--- src/rtl/time_keeper_if.sv ---
// rtl/time_keeper_if.sv - control, set-digit and running-time signals of the time keeper
// Optional TIME_12H_EN adds set_pm / pm.
interface time_keeper_if;
  logic       run;
  logic       load;
  logic [3:0] set_h1, set_h0, set_m1, set_m0;
  logic [3:0] h1, h0, m1, m0, s1, s0;
  logic       sec_pulse;
  logic       load_err;
`ifdef TIME_12H_EN
  logic       set_pm;
  logic       pm;

  modport master (output run, load, set_h1, set_h0, set_m1, set_m0, set_pm,
                  input  h1, h0, m1, m0, s1, s0, sec_pulse, load_err, pm);
  modport slave  (input  run, load, set_h1, set_h0, set_m1, set_m0, set_pm,
                  output h1, h0, m1, m0, s1, s0, sec_pulse, load_err, pm);
`else
  modport master (output run, load, set_h1, set_h0, set_m1, set_m0,
                  input  h1, h0, m1, m0, s1, s0, sec_pulse, load_err);
  modport slave  (input  run, load, set_h1, set_h0, set_m1, set_m0,
                  output h1, h0, m1, m0, s1, s0, sec_pulse, load_err);
`endif
endinterface

--- src/rtl/time_keeper.sv ---
// rtl/time_keeper.sv - prescaled BCD running-time core with validated digit load
// Optional TIME_12H_EN selects 12-hour display with pm flag instead of 24-hour.
module time_keeper #(
  parameter int TICKS_PER_SEC = 1000
) (
  input  logic           clk,
  input  logic           reset,
  time_keeper_if.slave   bus
);
  localparam int PW = (TICKS_PER_SEC > 2) ? $clog2(TICKS_PER_SEC) : 1;
  localparam logic [PW-1:0] PRE_LAST = PW'(TICKS_PER_SEC - 1);

  typedef enum logic {STOPPED, RUNNING} state_e;

  state_e        state_q, state_d;
  logic [PW-1:0] pre_q, pre_d;
  logic [3:0]    h1_q, h0_q, m1_q, m0_q, s1_q, s0_q;
  logic [3:0]    h1_d, h0_d, m1_d, m0_d, s1_d, s0_d;
  logic          sec_pulse_q, sec_pulse_d;
  logic          load_err_q, load_err_d;
  logic          pm_q, pm_d;
  logic          set_pm_in;
  logic          tick;
  logic          load_ok;
  logic          min_ok;

  assign tick   = (state_q == RUNNING) && (pre_q == PRE_LAST);
  assign min_ok = (bus.set_m1 <= 4'd5) && (bus.set_m0 <= 4'd9);

`ifdef TIME_12H_EN
  localparam logic [3:0] RST_H1 = 4'd1;
  localparam logic [3:0] RST_H0 = 4'd2;
  assign set_pm_in = bus.set_pm;
  assign load_ok = min_ok &&
                   (((bus.set_h1 == 4'd0) && (bus.set_h0 != 4'd0) && (bus.set_h0 <= 4'd9)) ||
                    ((bus.set_h1 == 4'd1) && (bus.set_h0 <= 4'd2)));
  assign bus.pm  = pm_q;
`else
  localparam logic [3:0] RST_H1 = 4'd0;
  localparam logic [3:0] RST_H0 = 4'd0;
  assign set_pm_in = 1'b0;
  assign load_ok = min_ok && (bus.set_h1 <= 4'd2) && (bus.set_h0 <= 4'd9) &&
                   !((bus.set_h1 == 4'd2) && (bus.set_h0 > 4'd3));
`endif

  always_comb begin
    state_d     = bus.run ? RUNNING : STOPPED;
    pre_d       = pre_q;
    h1_d        = h1_q;
    h0_d        = h0_q;
    m1_d        = m1_q;
    m0_d        = m0_q;
    s1_d        = s1_q;
    s0_d        = s0_q;
    pm_d        = pm_q;
    sec_pulse_d = 1'b0;
    load_err_d  = 1'b0;

    if (state_q == RUNNING) pre_d = tick ? '0 : pre_q + PW'(1);

    // Full carry chain resolves in one edge, so 23:59:59 wraps in a single cycle.
    if (tick) begin
      sec_pulse_d = 1'b1;
      if (s0_q != 4'd9) s0_d = s0_q + 4'd1;
      else begin
        s0_d = 4'd0;
        if (s1_q != 4'd5) s1_d = s1_q + 4'd1;
        else begin
          s1_d = 4'd0;
          if (m0_q != 4'd9) m0_d = m0_q + 4'd1;
          else begin
            m0_d = 4'd0;
            if (m1_q != 4'd5) m1_d = m1_q + 4'd1;
            else begin
              m1_d = 4'd0;
`ifdef TIME_12H_EN
              if (h1_q == 4'd1 && h0_q == 4'd1) begin
                h0_d = 4'd2;
                pm_d = ~pm_q;
              end else if (h1_q == 4'd1 && h0_q == 4'd2) begin
                h1_d = 4'd0;
                h0_d = 4'd1;
              end
`else
              if (h1_q == 4'd2 && h0_q == 4'd3) begin
                h1_d = 4'd0;
                h0_d = 4'd0;
              end
`endif
              else if (h0_q == 4'd9) begin
                h1_d = h1_q + 4'd1;
                h0_d = 4'd0;
              end else h0_d = h0_q + 4'd1;
            end
          end
        end
      end
    end

    // A valid load overrides a coincident tick and restarts the second.
    if (bus.load) begin
      if (load_ok) begin
        h1_d        = bus.set_h1;
        h0_d        = bus.set_h0;
        m1_d        = bus.set_m1;
        m0_d        = bus.set_m0;
        s1_d        = 4'd0;
        s0_d        = 4'd0;
        pm_d        = set_pm_in;
        pre_d       = '0;
        sec_pulse_d = 1'b0;
      end else begin
        load_err_d  = 1'b1;
      end
    end
  end

  always_ff @(posedge clk) begin
    if (reset) begin
      state_q     <= STOPPED;
      pre_q       <= '0;
      h1_q        <= RST_H1;
      h0_q        <= RST_H0;
      m1_q        <= 4'd0;
      m0_q        <= 4'd0;
      s1_q        <= 4'd0;
      s0_q        <= 4'd0;
      pm_q        <= 1'b0;
      sec_pulse_q <= 1'b0;
      load_err_q  <= 1'b0;
    end else begin
      state_q     <= state_d;
      pre_q       <= pre_d;
      h1_q        <= h1_d;
      h0_q        <= h0_d;
      m1_q        <= m1_d;
      m0_q        <= m0_d;
      s1_q        <= s1_d;
      s0_q        <= s0_d;
      pm_q        <= pm_d;
      sec_pulse_q <= sec_pulse_d;
      load_err_q  <= load_err_d;
    end
  end

  assign bus.h1        = h1_q;
  assign bus.h0        = h0_q;
  assign bus.m1        = m1_q;
  assign bus.m0        = m0_q;
  assign bus.s1        = s1_q;
  assign bus.s0        = s0_q;
  assign bus.sec_pulse = sec_pulse_q;
  assign bus.load_err  = load_err_q;
endmodule
--- src/flat_wrapper.sv ---
// flat-port wrapper written by rule: the top's interface ports become plain ports
module time_keeper_flat 
#(
  parameter int TICKS_PER_SEC = 1000
)
  (clk, reset, bus_run, bus_load, bus_set_h1, bus_set_h0, bus_set_m1, bus_set_m0, bus_h1, bus_h0, bus_m1, bus_m0, bus_s1, bus_s0, bus_sec_pulse, bus_load_err);
  time_keeper_if bus_i ();
  input  logic clk;
  input  logic reset;
  input wire logic [$bits(bus_i.run)-1:0] bus_run;
  input wire logic [$bits(bus_i.load)-1:0] bus_load;
  input wire logic [$bits(bus_i.set_h1)-1:0] bus_set_h1;
  input wire logic [$bits(bus_i.set_h0)-1:0] bus_set_h0;
  input wire logic [$bits(bus_i.set_m1)-1:0] bus_set_m1;
  input wire logic [$bits(bus_i.set_m0)-1:0] bus_set_m0;
  output wire logic [$bits(bus_i.h1)-1:0] bus_h1;
  output wire logic [$bits(bus_i.h0)-1:0] bus_h0;
  output wire logic [$bits(bus_i.m1)-1:0] bus_m1;
  output wire logic [$bits(bus_i.m0)-1:0] bus_m0;
  output wire logic [$bits(bus_i.s1)-1:0] bus_s1;
  output wire logic [$bits(bus_i.s0)-1:0] bus_s0;
  output wire logic [$bits(bus_i.sec_pulse)-1:0] bus_sec_pulse;
  output wire logic [$bits(bus_i.load_err)-1:0] bus_load_err;
  assign bus_i.run = bus_run;
  assign bus_i.load = bus_load;
  assign bus_i.set_h1 = bus_set_h1;
  assign bus_i.set_h0 = bus_set_h0;
  assign bus_i.set_m1 = bus_set_m1;
  assign bus_i.set_m0 = bus_set_m0;
  assign bus_h1 = bus_i.h1;
  assign bus_h0 = bus_i.h0;
  assign bus_m1 = bus_i.m1;
  assign bus_m0 = bus_i.m0;
  assign bus_s1 = bus_i.s1;
  assign bus_s0 = bus_i.s0;
  assign bus_sec_pulse = bus_i.sec_pulse;
  assign bus_load_err = bus_i.load_err;
  time_keeper #(.TICKS_PER_SEC(TICKS_PER_SEC)) u_core (.clk(clk), .reset(reset), .bus(bus_i));
endmodule
--- config.mk ---
export PLATFORM = sky130hd
export DESIGN_NAME = time_keeper_flat
export DESIGN_NICKNAME = d
export VERILOG_FILES = /design/src/rtl/time_keeper_if.sv /design/src/rtl/time_keeper.sv /design/src/flat_wrapper.sv
export SDC_FILE = /design/constraint.sdc
export NUM_CORES = 1
export LEC_CHECK = 0
export CAP_MARGIN = 15
export CORE_AREA = 2 2 74 76
export CTS_BUF_LIST = sky130_fd_sc_hd__clkbuf_16
export CTS_CLUSTER_SIZE = 28
export DETAILED_ROUTE_END_ITERATION = 8
export DIE_AREA = 0 0 76 78
export GPL_TIMING_DRIVEN = 0
export PLACE_DENSITY = 0.69
export SYNTH_ARGS = -nofsm -noshare
export SYNTH_HDL_FRONTEND = slang
export SYNTH_SLANG_ARGS = --single-unit
--- constraint.sdc ---
create_clock -name clk -period 2.6 [get_ports clk]
set_clock_uncertainty 0.15 [all_clocks]
set_input_delay 0.39 -clock clk [delete_from_list [all_inputs] [get_ports clk]]
set_output_delay 0.39 -clock clk [all_outputs]
set_load 0.02 [all_outputs]
==> flow_summary_export.csv <==
group,metric,value,unit
placement,routabilityCongestion,0.777,
die,die_w,76,um
flow_run,max-cap-violations,0,
die,ioPinCount,46,
die,core_area,5040,um2
pwr,p_int,0.960,mW
cells_and_area,fin_nets,308,
global_route,track_usage,16.0,%
route,ant_nets,0,
synth,yosys-top-cells-count,"dfxtp_1, nor2_1, nand2_1",
sta,whs,0.322,ns
synth,synth.top_cell.area_share,37.3,%
synth,synth-seq-area-share,37.3,%
setup_path,critical_path_class,"register to register",
clock_network,cts_tree,"done",
clock_network,cts_num_sinks,37,
pwr,max-vdd-ir-drop,271,uV
route,wire_per_inst,13.1,um
clock_network,path_clk_slew,0.06,ns
synth,syn_area,1990,um2
route,finalWirelength,4640,um
sta,fin_setup_tns,0,ns
global_route,grt_max_degree,12,
die,start_util,39.4,%
pwr,p_per_area,457,nW/um2
sta,finalHoldViolations,0,
sta,drv_slew,0,
route,via_per_inst,5.18,
placement,dpl.cell_count,346,
global_route,grt_pass1_vias,1697,
cells_and_area,num_antenna_cells,0,
die,rows,26,
synth,synth.largest_area_cell,"dfxtp_1",
status,outcome,"completed",
global_route,grt_pass1_wl,7850,um
die,die_y,78,um
synth,ys.flop_type,"dfxtp_1",
pwr,p_comb_share,5.9,%
pwr,p_sw,0.255,mW
pwr,swShare,21.0,%
clock_network,clock_latency,0.28,ns
synth,syn_nets,257,
sta,period_minus_slack,2.45,ns
synth,ys_warn_count,0,
route,dr.pass1.iters,4,
hold_path,hold_class,"primary input to register",
pwr,p_seq_share,47.7,%
route,post-route-drc-count,0,
synth,synth.avg_cell_area,8.57,um2
setup_path,crit_arrival,2.49,ns
synth,yosys_register_bits,37,
clock_network,root_buffer,"clkbuf_16",
global_route,grt-ovfl-total,0,
global_route,antenna_found_initial,0,
setup_path,crit_required,2.64,ns
placement,dpl.hpwl,3450,um
setup_path,worst-path-max-fanout,9,
sta,setup_viol,0,
die,die-area,5930,um2
placement,port_buffers,44,
synth,synth_edf_count,0,
synth,synthTopCellsByArea,"dfxtp_1, nor2_1, xnor2_1",
placement,place_area,2520,um2
cells_and_area,syn_to_final_growth,33.7,%
route,drt_iter0_drc,75,
sta,fin_crit_sh,94.1,%
sta,max_slew.worst_pin.slew,1.05,ns
setup_path,startpoint_type,"register",
synth,synth_cells,232,
sta,max_slew_margin,28.9,%
cells_and_area,fin_area,2660,um2
synth,synthArstFlopShare,0,%
pwr,clkPwrFrac,46.4,%
cells_and_area,drive_gt1_share,5.99,%
synth,synth_cell_types,45,
cells_and_area,final_cells,354,
pwr,power_leakage,0.877,nW
setup_path,cp-end-kind,"register",
clock_network,numCtsBuffers,5,
sta,rsz0062_at_grt,"no",
clock_network,hold_buffers,0,
clock_network,cts_max_path_buffers,2,
sta,max_freq,409,MHz
clock_network,h-tree-depth,2,
route,num_vias,1835,
-- layout by cell type (no fill, tap or decap), drive strengths merged, types with 6 or more instances in the layout --
cell,synthesis,routed
a211oi,6,6
a21oi,6,6
a311oi,7,7
clkbuf,6,11
clkdlybuf4s50,0,44
dfxtp,37,37
inv,7,7
nand2,14,14
nand2b,7,7
nand3,11,11
nor2,37,37
nor2b,6,6
o21ai,8,8
xnor2,10,10
xor2,6,6
-- metal layers --
| metal | up-vias | GRT usage [%] | wire, um |
|---|---|---|---|
| li1 | 950 | - | - |
| met1 | 845 | 21.1 | 2250 |
| met2 | 35 | 26.3 | 2120 |
| met3 | 5 | 3.95 | 225 |
| met4 | 0 | 4.36 | 43 |
| met5 | - | 0 | 0 |
-- power groups by stage --
stage                     clock network [mW]  registers (mW)  logic (mW)
after global placement                     0           0.592      0.0717
after detailed placement                   0           0.592      0.0718
after floorplan                            0           0.594      0.0250
final                                  0.564           0.580      0.0717
after CTS                              0.572           0.579      0.0721
after global routing                   0.594           0.580      0.0787
-- path summary, 6_finish.rpt --
path	slack, ns	end	startpoint	cells past startpoint
worst max-delay path	0.15	u_core.bus.h0[2]$_SDFF_PP0_	u_core.bus.s0[1]$_SDFF_PP0_	5
worst min-delay path	0.32	u_core.state_q$_SDFF_PP0_	reset	2
worst max register to register	0.15	u_core.bus.h0[2]$_SDFF_PP0_	u_core.bus.s0[1]$_SDFF_PP0_	5
worst min register to register	0.35	u_core.pre_q[1]$_SDFF_PP0_	u_core.pre_q[1]$_SDFF_PP0_	2
-- state kept, by name, summed over array words and instances (netlist names) --
register,cells
u_core.bus.h0,4
u_core.bus.h1,4
u_core.bus.load_err,1
u_core.bus.m0,4
u_core.bus.m1,4
u_core.bus.s0,4
u_core.bus.s1,4
u_core.bus.sec_pulse,1
u_core.pre_q,10
u_core.state_q,1
-- worst max-delay path: stages (launching register included) --
cell      delay, ns
dfxtp_1        0.38
and4bb_2       0.36
nand4_1        0.28
or4_1          0.65
o41a_1         0.34
a211oi_1       0.22
-- kinds of logic after synthesis --
family | synth area share, %
fa+ha+maj | 3.15
mux | 1.51
buf+inv | 2.52
flops | 37.3
simple gates | 33.4
compound gates | 15.2
xor+xnor | 7.05
-- cell type report --
| type | count | area (um2) |
|---|---|---|
| clock buffer | 5 | 125 |
| inverter | 7 | 26.3 |
| fill | 498 | 2380 |
| tap | 70 | 87.6 |
| sequential | 37 | 741 |
| timing repair buffer | 44 | 440 |
| clock inverter | 3 | 12.5 |
| buffer | 6 | 23.8 |
| multi-input combinational | 182 | 1200 |
-- metrics by stage --
| step | worst slack (ns) | util, % | power [mW] |
|---|---|---|---|
| after global routing | 0.00310 | 52.7 | 1.25 |
| final | 0.153 | 52.7 | 1.21 |
| after floorplan | 0.323 | - | 0.619 |
| after detailed placement | 0.150 | 49.9 | 0.663 |
| after global placement | 0.151 | 49.9 | 0.663 |
| after CTS | 0.136 | 52.6 | 1.22 |
-- what timing repair did --
action	CTS	global route
resized for setup	0	1
hold endpoints to repair	0	0
endpoints found under the setup margin	0	1
setup buffers	0	0
Power figures use the tool's default switching activity.
